**config.mk**
```make
export PLATFORM = sky130hd
export DESIGN_NAME = program_loader
export DESIGN_NICKNAME = d
export VERILOG_FILES = /design/src/rtl/program_loader_pkg.sv /design/src/rtl/program_loader_word_assembler.sv /design/src/rtl/program_loader.sv
export SDC_FILE = /design/constraint.sdc
export NUM_CORES = 1
export LEC_CHECK = 0
export ABC_AREA = 0
export CORE_MARGIN = 1
export CORE_UTILIZATION = 40
export CTS_CLUSTER_DIAMETER = 200
export CTS_CLUSTER_SIZE = 12
export DETAILED_ROUTE_END_ITERATION = 10
export HOLD_SLACK_MARGIN = 0.06
export PLACE_DENSITY = 0.75
export SLEW_MARGIN = 30
export SYNTH_ARGS = -nofsm -noshare
export SYNTH_HDL_FRONTEND = slang
export SYNTH_SLANG_ARGS = --single-unit
```
**constraint.sdc**
```tcl
create_clock -name i_clock -period 2.35 [get_ports i_clock]
set_clock_uncertainty 0.05 [all_clocks]
set_input_delay 0.705 -clock i_clock [delete_from_list [all_inputs] [get_ports i_clock]]
set_output_delay 0.705 -clock i_clock [all_outputs]
set_load 0.01 [all_outputs]
```
**src/rtl/program_loader_pkg.sv**
```systemverilog
// Shared types and constants for the program loader: FSM states, command bytes
// and the default end-of-program marker.
package program_loader_pkg;

  typedef enum logic [1:0] {
    ST_IDLE = 2'd0,
    ST_LOAD = 2'd1,
    ST_RUN  = 2'd2,
    ST_STEP = 2'd3
  } state_t;

  localparam logic [7:0]  CMD_LOAD           = 8'h4C;
  localparam logic [7:0]  CMD_RUN            = 8'h52;
  localparam logic [7:0]  CMD_STEP           = 8'h53;
  localparam logic [31:0] HALT_INSTR_DEFAULT = 32'hFFFF_FFFF;

endpackage

```
**src/rtl/program_loader_word_assembler.sv**
```systemverilog
// Little-endian byte-to-word assembler: the first byte of a word lands in bits 7:0.
// word_ready strobes in the cycle of the last byte, with word carrying the complete value.
module word_assembler
  import program_loader_pkg::*;
#(
  parameter int NB_INSTR = 32
) (
  input  logic                i_clock,
  input  logic                i_reset,
  input  logic                clear,
  input  logic                byte_valid,
  input  logic [7:0]          byte_data,
  output logic                word_ready,
  output logic [NB_INSTR-1:0] word
);

  localparam int NB_BYTES = NB_INSTR / 8;
  localparam int NB_CNT   = $clog2(NB_BYTES);
  localparam logic [NB_CNT-1:0] LAST_BYTE = NB_CNT'(NB_BYTES - 1);

  logic [NB_CNT-1:0]   byte_cnt_r;
  logic [NB_INSTR-1:0] shift_r;

  // New bytes enter at the top so that after a full word the first byte sits at the bottom.
  assign word       = {byte_data, shift_r[NB_INSTR-1:8]};
  assign word_ready = byte_valid & (byte_cnt_r == LAST_BYTE);

  // Byte counter and shift register; the counter wraps naturally after the last byte.
  always_ff @(posedge i_clock or negedge i_reset) begin
    if (!i_reset) begin
      byte_cnt_r <= '0;
      shift_r    <= '0;
    end else if (clear) begin
      byte_cnt_r <= '0;
      shift_r    <= '0;
    end else if (byte_valid) begin
      byte_cnt_r <= byte_cnt_r + NB_CNT'(1);
      shift_r    <= word;
    end else begin
      byte_cnt_r <= byte_cnt_r;
      shift_r    <= shift_r;
    end
  end

endmodule

```
**src/rtl/program_loader.sv**
```systemverilog
// Program loader: loads a byte stream into instruction memory, then runs the CPU.
// Single-step mode (STEP state, command 0x53) exists only when PROGRAM_LOADER_STEP_EN is defined.
module program_loader
  import program_loader_pkg::*;
#(
  parameter int                  NB_INSTR    = 32,
  parameter int                  NB_DBG_ADDR = 16,
  parameter int                  N_ADDR      = 2048,
  parameter logic [NB_INSTR-1:0] HALT_INSTR  = HALT_INSTR_DEFAULT
) (
  input  logic                   i_clock,
  input  logic                   i_reset,
  input  logic [7:0]             i_rx_data,
  input  logic                   i_rx_valid,
  input  logic                   i_cpu_halt,
  output logic [NB_DBG_ADDR-1:0] o_instrmem_addr,
  output logic [NB_INSTR-1:0]    o_instrmem_data,
  output logic [3:0]             o_instrmem_we,
  output logic                   o_cpu_valid,
  output logic                   o_cpu_reset,
  output logic                   o_load_done,
  output logic                   o_run_done,
  output logic                   o_overflow,
  output logic [NB_DBG_ADDR-1:0] o_word_count
);

  state_t                 state_r;
  logic [NB_DBG_ADDR-1:0] word_cnt_r;
  logic                   cpu_valid_r;
  logic                   asm_clear_s;
  logic                   asm_valid_s;
  logic                   word_ready_s;
  logic [NB_INSTR-1:0]    word_s;
  logic                   is_halt_s;
  logic                   is_last_s;
  logic                   running_s;

  assign asm_clear_s  = (state_r == ST_IDLE) & i_rx_valid & (i_rx_data == CMD_LOAD);
  assign asm_valid_s  = (state_r == ST_LOAD) & i_rx_valid;
  assign is_halt_s    = (word_s == HALT_INSTR);
  assign is_last_s    = (word_cnt_r == NB_DBG_ADDR'(N_ADDR - 1));
  assign o_word_count = word_cnt_r;

`ifdef PROGRAM_LOADER_STEP_EN
  assign running_s = (state_r == ST_RUN) | (state_r == ST_STEP);
`else
  assign running_s = (state_r == ST_RUN);
`endif

  // A halt retires in the same cycle it is seen, so it masks the advance enable immediately.
  assign o_cpu_valid = cpu_valid_r & ~i_cpu_halt;
  assign o_run_done  = running_s & i_cpu_halt;

  word_assembler #(
    .NB_INSTR (NB_INSTR)
  ) u_word_assembler (
    .i_clock    (i_clock),
    .i_reset    (i_reset),
    .clear      (asm_clear_s),
    .byte_valid (asm_valid_s),
    .byte_data  (i_rx_data),
    .word_ready (word_ready_s),
    .word       (word_s)
  );

  // Control FSM with registered memory-port and status outputs.
  always_ff @(posedge i_clock or negedge i_reset) begin
    if (!i_reset) begin
      state_r         <= ST_IDLE;
      word_cnt_r      <= '0;
      cpu_valid_r     <= 1'b0;
      o_cpu_reset     <= 1'b1;
      o_instrmem_we   <= 4'h0;
      o_instrmem_addr <= '0;
      o_instrmem_data <= '0;
      o_load_done     <= 1'b0;
      o_overflow      <= 1'b0;
    end else begin
      o_instrmem_we <= 4'h0;
      o_load_done   <= 1'b0;
      cpu_valid_r   <= 1'b0;
      case (state_r)
        ST_IDLE: begin
          o_cpu_reset <= 1'b0;
          if (i_rx_valid && (i_rx_data == CMD_LOAD)) begin
            state_r     <= ST_LOAD;
            word_cnt_r  <= '0;
            o_overflow  <= 1'b0;
            o_cpu_reset <= 1'b1;
          end else if (i_rx_valid && (i_rx_data == CMD_RUN)) begin
            state_r     <= ST_RUN;
            cpu_valid_r <= 1'b1;
`ifdef PROGRAM_LOADER_STEP_EN
          end else if (i_rx_valid && (i_rx_data == CMD_STEP)) begin
            state_r     <= ST_STEP;
            cpu_valid_r <= 1'b1;
`endif
          end else begin
            state_r <= ST_IDLE;
          end
        end
        ST_LOAD: begin
          o_cpu_reset <= 1'b1;
          if (o_load_done) begin
            // The write cycle that ended the load has passed; release the CPU.
            state_r     <= ST_IDLE;
            o_cpu_reset <= 1'b0;
          end else if (word_ready_s) begin
            o_instrmem_we   <= 4'hF;
            o_instrmem_addr <= word_cnt_r;
            o_instrmem_data <= word_s;
            word_cnt_r      <= word_cnt_r + NB_DBG_ADDR'(1);
            if (is_halt_s) begin
              o_load_done <= 1'b1;
            end else if (is_last_s) begin
              o_load_done <= 1'b1;
              o_overflow  <= 1'b1;
            end else begin
              o_load_done <= 1'b0;
            end
          end else begin
            state_r <= ST_LOAD;
          end
        end
        ST_RUN: begin
          o_cpu_reset <= 1'b0;
          if (i_cpu_halt) begin
            state_r <= ST_IDLE;
          end else begin
            cpu_valid_r <= 1'b1;
          end
        end
`ifdef PROGRAM_LOADER_STEP_EN
        ST_STEP: begin
          o_cpu_reset <= 1'b0;
          if (i_cpu_halt) begin
            state_r <= ST_IDLE;
          end else if (i_rx_valid && (i_rx_data == CMD_STEP)) begin
            cpu_valid_r <= 1'b1;
          end else if (i_rx_valid && (i_rx_data == CMD_RUN)) begin
            state_r     <= ST_RUN;
            cpu_valid_r <= 1'b1;
          end else if (i_rx_valid) begin
            state_r <= ST_IDLE;
          end else begin
            state_r <= ST_STEP;
          end
        end
`endif
        default: begin
          state_r     <= ST_IDLE;
          o_cpu_reset <= 1'b0;
        end
      endcase
    end
  end

endmodule

```
==> results.md, run 1 <==
- Initial Utilization: 41.0%
- PwrDens: ~940 nW/um^2
- Hold WC Path Type: input pin to async pin
- Net switching power: ~1.7 mW
- DRT Pass-1 Iters: 4
- Top-count cell post-synth: nand2_1
- Initial DRC Count: approximately 120
- Fillers: a little over 900
- Total core area: approximately 10,000 um^2
- RR Endpoint: o_word_count[15]$_DFFE_PN0P_
- #FFs+latches synth: 97
- Antenna violation net count after detailed routing: 0
- Post-synthesis sequential area ratio: a little under three fifths
- Final min period: about 2300 ps
- Top Usage Layer GRT: met2
- Met3 usage: under 10%
- Drt wl/cell: 14.3 um
- Setup violators final: 0
- Sw Share: about a third
- Reg2reg start: state_r[1]$_DFFE_PN0P_
- Die height: about 100 um
- Die area: ~11,000 um^2
- Root Driver: clkbuf_8
- Warnings from Yosys: 0
- Fmax: approximately 0.44 GHz
- Total track usage: around a fifth
- Clock network power share: between 20% and 30%
- Post-synth top flop: dfrtp_1
- Overflow after GRT: 0
- Sink Count: 97
- Vias in the first global route: approximately 3.4k
- Worst-Margin Slew: 471 ps
- Worst setup EP type: output pin
- Data arrival, critical path: 1520 ps
- Clk_lat worst skew: about 360 ps
- Seq pwr share: 45.4%
- Port Buffers: 84
- First-pass GRT wire length: ~16,000 um
- Worst Setup Path Type: input pin to output pin
- Largest net degree at the start of global routing: 37
- Share of the synthesized area in the top cell type: 57.0%
- Reg clk slew, reported paths: roughly 100 ps
- I/O Pins: 85
- Area leader, netlist: dfrtp_1
- Core Util, Final: between 50 and 60%
- Antenna violations before repair: 0
- Fin crit share: 96.9%
- Multi-input gate area: around 1600 um^2
- Setup bufs post-CTS: 0
- Post-cts hold buffer count: 0
- Final TNS setup: 0 ps
- GR Util met1: 24.5%
- Post-synth EDFFs: 0
- Max-slew violation count: 0
- Final cell count without fillers: 675
- Std-Cell Rows: 37
- Rel. slew slack: 68.3%
- Post-Syn Area: approximately 4200 um^2
- Area growth, synth to finish: 31.0%
- H-tree levels: 3
- Critical path peak fanout: 3
- CTS tree: yes
- Hpwl dp: between 6000 and 7000 um
- Number of vias per cell: between 5 and 6
- Internal power: 3.53 mW
- Die Wd: 105 um
- Via count: 3,403
- Register Area: between 2000 and 2500 um^2
- Share of post-route cells with drive strength above 1: a little over a tenth
- Clk buf depth: 2
- Syn Nets: roughly 450
- Mapped Cells: 433
- FFs w/ async S/R, synth: 100%
- Met2 GRT Util: 31.0%
- Critical Path Source Type: input pin
- Cts bufs inserted: 9
- Outcome: finished clean
- Top post-synthesis cells by count: nand2_1, dfrtp_1, nor2_1
- Max cap viols: 0
- Final WL: roughly 9700 um
- Placer Congestion: about 0.77
- Reg2reg setup slack: 500 ps
- R2R depth: 4
- Worst EP required: approximately 1600 ps
- Total power: roughly 5.2 mW
- Placed instance count: 659
- RSZ-0062 raised after global routing: no
- Synthesized area per cell: 9.74 um^2
- Leakage: 2.67 nW
- Final hold vios: 0
- Max VDD drop: ~0.00058 V
- Synth area leaders: dfrtp_1, nand2_1, mux2i_1
- Final #Nets: around 550
- Ant diodes: 0
- DRC violations left: 0
- Synth cell types: 43
- Comb power frac: 33.8%
timing repair:
item,4_1_cts,5_1_grt
endpoints found under the setup margin,2,1
hold endpoints to repair,0,0
resized for setup,3,1
power groups by stage:
| stage | clock network (mW) | logic [mW] | registers [mW] |
|---|---|---|---|
| after detailed placement | 0 | 1.78 | 2.40 |
| after CTS | 1.11 | 1.79 | 2.37 |
| after global placement | 0 | 1.75 | 2.39 |
| final | 1.09 | 1.76 | 2.37 |
| after floorplan | 0 | 0.702 | 2.50 |
| after global routing | 1.17 | 1.95 | 2.43 |
metal layers:
metal / part of all wire (%) / up-vias
li1: - / 1653
met1: 44 / 1652
met2: 49 / 89
met3: 5.9 / 9
met4: 1.2 / 0
met5: 0 / -
cell type report:
cell class                 count  area share [%]
multi-input combinational    307            29.0
sequential                    97            44.0
tap                          136            3.08
clock inverter                 5           0.996
timing repair buffer         116            20.1
inverter                       3           0.294
clock buffer                  11            2.56
sequential cells by signal (all words and copies together) (netlist names):
register / cells
o_instrmem_addr: 16
o_instrmem_we: 1
o_instrmem_data: 32
o_overflow: 1
o_load_done: 1
cpu_valid_r: 1
u_word_assembler.shift_r: 24
u_word_assembler.byte_cnt_r: 2
o_cpu_reset: 1
state_r: 2
o_word_count: 16
worst max-delay path by stage:
stage | startpoint | endpoint | slack (ps) | cells past startpoint
after global placement | i_cpu_halt | o_run_done | -280 | 4
after global routing | o_word_count[9]$_DFFE_PN0P_ | o_word_count[9] | 40 | 1
final | i_cpu_halt | o_cpu_valid | 70 | 3
after floorplan | i_rx_data[0] | o_word_count[6]$_DFFE_PN0P_ | 300 | 6
after detailed placement | i_cpu_halt | o_run_done | -290 | 4
after CTS | i_cpu_halt | o_run_done | 2 | 4
critical path, stage by stage:
cell	delay [ps]
clkdlybuf4s50_1	490
nor2b_1	50
dlygate4sd2_1	270
metrics by stage:
stage	instance area, um^2	hold WS [ps]	setup WS (ps)
after floorplan	4220	359	297
after global placement	5340	410	-276
after detailed placement	5340	412	-293
after CTS	5530	247	1.91
after global routing	5530	259	40.4
final	5530	224	73.1
cell usage in the layout, fill, tap and decap left out, types with 3 or more instances in the layout:
master and n:
nor3_1 7, buf_12 3, clkdlybuf4s50_1 81, nand4_1 10
nand3_1 8, and4_1 3, nor2_1 32, o22ai_1 6
dfrtp_1 96, clkbuf_8 10, nand2_1 152, a31oi_1 10
nor4_1 3, nor3b_1 3, o21ai_0 7, nand2b_1 3
buf_4 30, and3_1 4, a21o_1 8, a21oi_1 4
mux2i_1 25
kinds of logic (layout without fill, tap and decap cells):
group	count (synthesis)	count (layout)	share of synthesized area, %
compound gates	43	43	6.76
xor+xnor	1	1	0.208
fa+ha+maj	2	2	0.593
buf+inv	29	135	4.39
flops	97	97	57.6
mux	25	25	5.93
simple gates	236	236	24.5
(Power assumes the default switching activity.)
==> inputs of run 2 (changes only) <==
--- a/config.mk
+++ b/config.mk
@@ -13,6 +13,7 @@
 export DETAILED_ROUTE_END_ITERATION = 10
 export HOLD_SLACK_MARGIN = 0.06
 export PLACE_DENSITY = 0.75
+export REMOVE_ABC_BUFFERS = 1
 export SLEW_MARGIN = 30
 export SYNTH_ARGS = -nofsm -noshare
 export SYNTH_HDL_FRONTEND = slang
==> results.md, run 2 (synthesis results as in run 1) <==
- Outcome: finished clean
- Sink Count: 97 (unchanged)
- Biggest regs: o_instrmem_data: 32 flops, u_word_assembler.shift_r: 24 flops
- Data arrival, critical path: 1510 ps (about the same)
- Antenna violations before repair: 0 (unchanged)
- Max reg flops: 32 (unchanged)
- Die Wd: 105 um (unchanged)
- Final #Nets: 547 (-0.18%)
- Max-slew violation count: 0 (unchanged)
- I/O Pins: 85 (unchanged)
- Critical Path Source Type: input pin
- RR Endpoint: o_word_count[9]$_DFFE_PN0P_
- Final hold vios: 0 (unchanged)
- Net switching power: 1.70 mW (+0.94%)
- Total power: 5.30 mW (+1.7%)
- Worst-Margin Slew: 536 ps (+64.8 ps)
- Std-Cell Rows: 37 (unchanged)
- Slowest-stage cell, CP: clkdlybuf4s50_1
- Total core area: 10,300 um^2 (unchanged)
- Fmax: 0.442 GHz (+0.56%)
- DRT Pass-1 Iters: 8 (+4)
- Hold WC Path Type: input pin to async pin
- Setup bufs post-CTS: 0 (unchanged)
- R2R depth: 5 (+1)
- Critical path peak fanout: 3 (unchanged)
- Rel. slew slack: 64.3% (-4.0 points)
- Internal power: 3.60 mW (+2.0%)
- Setup violators final: 0 (unchanged)
- Reg2reg start: state_r[1]$_DFFE_PN0P_
- CTS tree: yes
- Post-Place Setup Slack: -277 ps (+15.9 ps)
- Die height: 105 um (unchanged)
- Placed Area: 5320 um^2 (-0.38%)
- First-pass GRT wire length: 16,400 um (-0.13%)
- Via count: 3,431 (+0.82%)
- Clk_lat worst skew: 370 ps (about the same)
- Final WL: 9630 um (-0.51%)
- Final cell count without fillers: 674 (-0.15%)
- Largest net degree at the start of global routing: 39 (+5.4%)
- Area growth, synth to finish: 31.1% (about the same)
- Max VDD drop: 0.000440 V (-24%)
- Cts bufs inserted: 9 (unchanged)
- Placed instance count: 658 (-0.15%)
- Most common cell after layout, fill and taps aside: nand2_1
- DRC violations left: 0 (unchanged)
- Biggest register: o_instrmem_data
- Leakage: 2.66 nW (about the same)
- Worst EP required: 1590 ps (about the same)
- Antenna violation net count after detailed routing: 0 (unchanged)
- Clock network power share: 22.3% (+1.5 points)
- PwrDens: 959 nW/um^2 (+1.6%)
- Sw Share: 32.0% (-0.24 points)
- Max cap viols: 0 (unchanged)
- Worst Setup Path Type: input pin to output pin
- Initial DRC Count: 192 (+61%)
- RSZ-0062 raised after global routing: no
- Reg2reg setup slack: 440 ps (-60 ps)
- H-tree levels: 3 (unchanged)
- Slowest stage delay, CP: 430 ps (-60 ps)
- Crit-path cells: clkdlybuf4s50_1, nor2b_1, clkdlybuf4s15_1
- Comb power frac: 33.2% (-0.6 points)
- Number of vias per cell: 5.09 (+0.97%)
- Share of post-route cells with drive strength above 1: 10.4% (-0.17 points)
- Placer Congestion: 0.811 (+4.9%)
- Hpwl dp: 6790 um (-2.6%)
- Final min period: 2260 ps (-12.8 ps)
- Initial Utilization: 41.0% (unchanged)
- Ant diodes: 0 (unchanged)
- Final instance area: 5530 um^2 (about the same)
- Root Driver: clkbuf_8
- Port Buffers: 84 (unchanged)
- Vias in the first global route: 3,328 (-1.5%)
- Seq pwr share: 44.5% (-0.9 points)
- Total track usage: 18.6% (+0.034 points)
- Drt wl/cell: 14.3 um (-0.36%)
- Worst setup EP type: output pin
- Slack of the critical path: 85.8 ps (+12.8 ps)
- Reg clk slew, reported paths: 80 ps (-20 ps)
- Most frequent cells in the layout: nand2_1, dfrtp_1, clkdlybuf4s50_1
- Overflow after GRT: 0 (unchanged)
- Fin crit share: 96.3% (-0.54 points)
- Hold WS: 263 ps (+39.1 ps)
- Fillers: 928 (-0.43%)
- Die area: 11,000 um^2 (unchanged)
- Clk buf depth: 2 (unchanged)
==> run 2: how the worst max path moves through the flow <==
stage                                   end  slack (ps)  startpoint
4_1_cts                          o_run_done           7  i_cpu_halt
6_report                        o_cpu_valid          90  i_cpu_halt
5_1_grt                         o_cpu_valid          10  i_cpu_halt
2_1_floorplan  o_word_count[15]$_DFFE_PN0P_       -2070  i_rx_valid
3_3_place_gp                     o_run_done        -280  i_cpu_halt
3_5_place_dp                     o_run_done        -280  i_cpu_halt
==> run 2: metrics by stage <==
step | setup TNS, ps | util [%]
floorplan | -112950 | -
global placement | -14060 | 51.7
detailed placement | -15090 | 51.7
CTS | 0 | 53.8
global route | 0 | 53.8
finish | 0 | 53.8
==> run 2: layout make-up <==
type | instances | area [um^2] | share of cell area, %
inverter | 3 | 16.3 | 0.294
clock buffer | 10 | 128 | 2.31
timing repair buffer | 115 | 1090 | 19.7
clock inverter | 6 | 90.1 | 1.63
multi-input combinational | 307 | 1600 | 29.0
sequential | 97 | 2430 | 43.9
tap | 136 | 170 | 3.08
==> run 2: per-layer routing <==
metal / track usage [%] / vias to the layer above / part of all wire, %
li1: - / 1659 / -
met4: 6.34 / 0 / 1.7
met1: 26.2 / 1672 / 47
met3: 3.37 / 11 / 4.2
met2: 29.1 / 89 / 47
met5: 0 / - / 0
==> run 2: critical path, delay by kind of cell <==
family | cells | cell delay, ps
buffers and inverters | 2 | 680
and+or+nand+nor | 1 | 130
==> run 2: timing repair <==
item                                    4_1_cts  5_1_grt
hold buffers                                  0        0
endpoints found under the setup margin        2        2
gates resized for setup                       3        2
==> run 2: power groups by stage <==
| stage | combinational, mW | sequential (mW) | clock (mW) |
|---|---|---|---|
| floorplan | 0.592 | 2.51 | 0 |
| global placement | 1.73 | 2.38 | 0 |
| detailed placement | 1.77 | 2.39 | 0 |
| CTS | 1.79 | 2.36 | 1.21 |
| global route | 1.94 | 2.42 | 1.28 |
| finish | 1.76 | 2.36 | 1.18 |
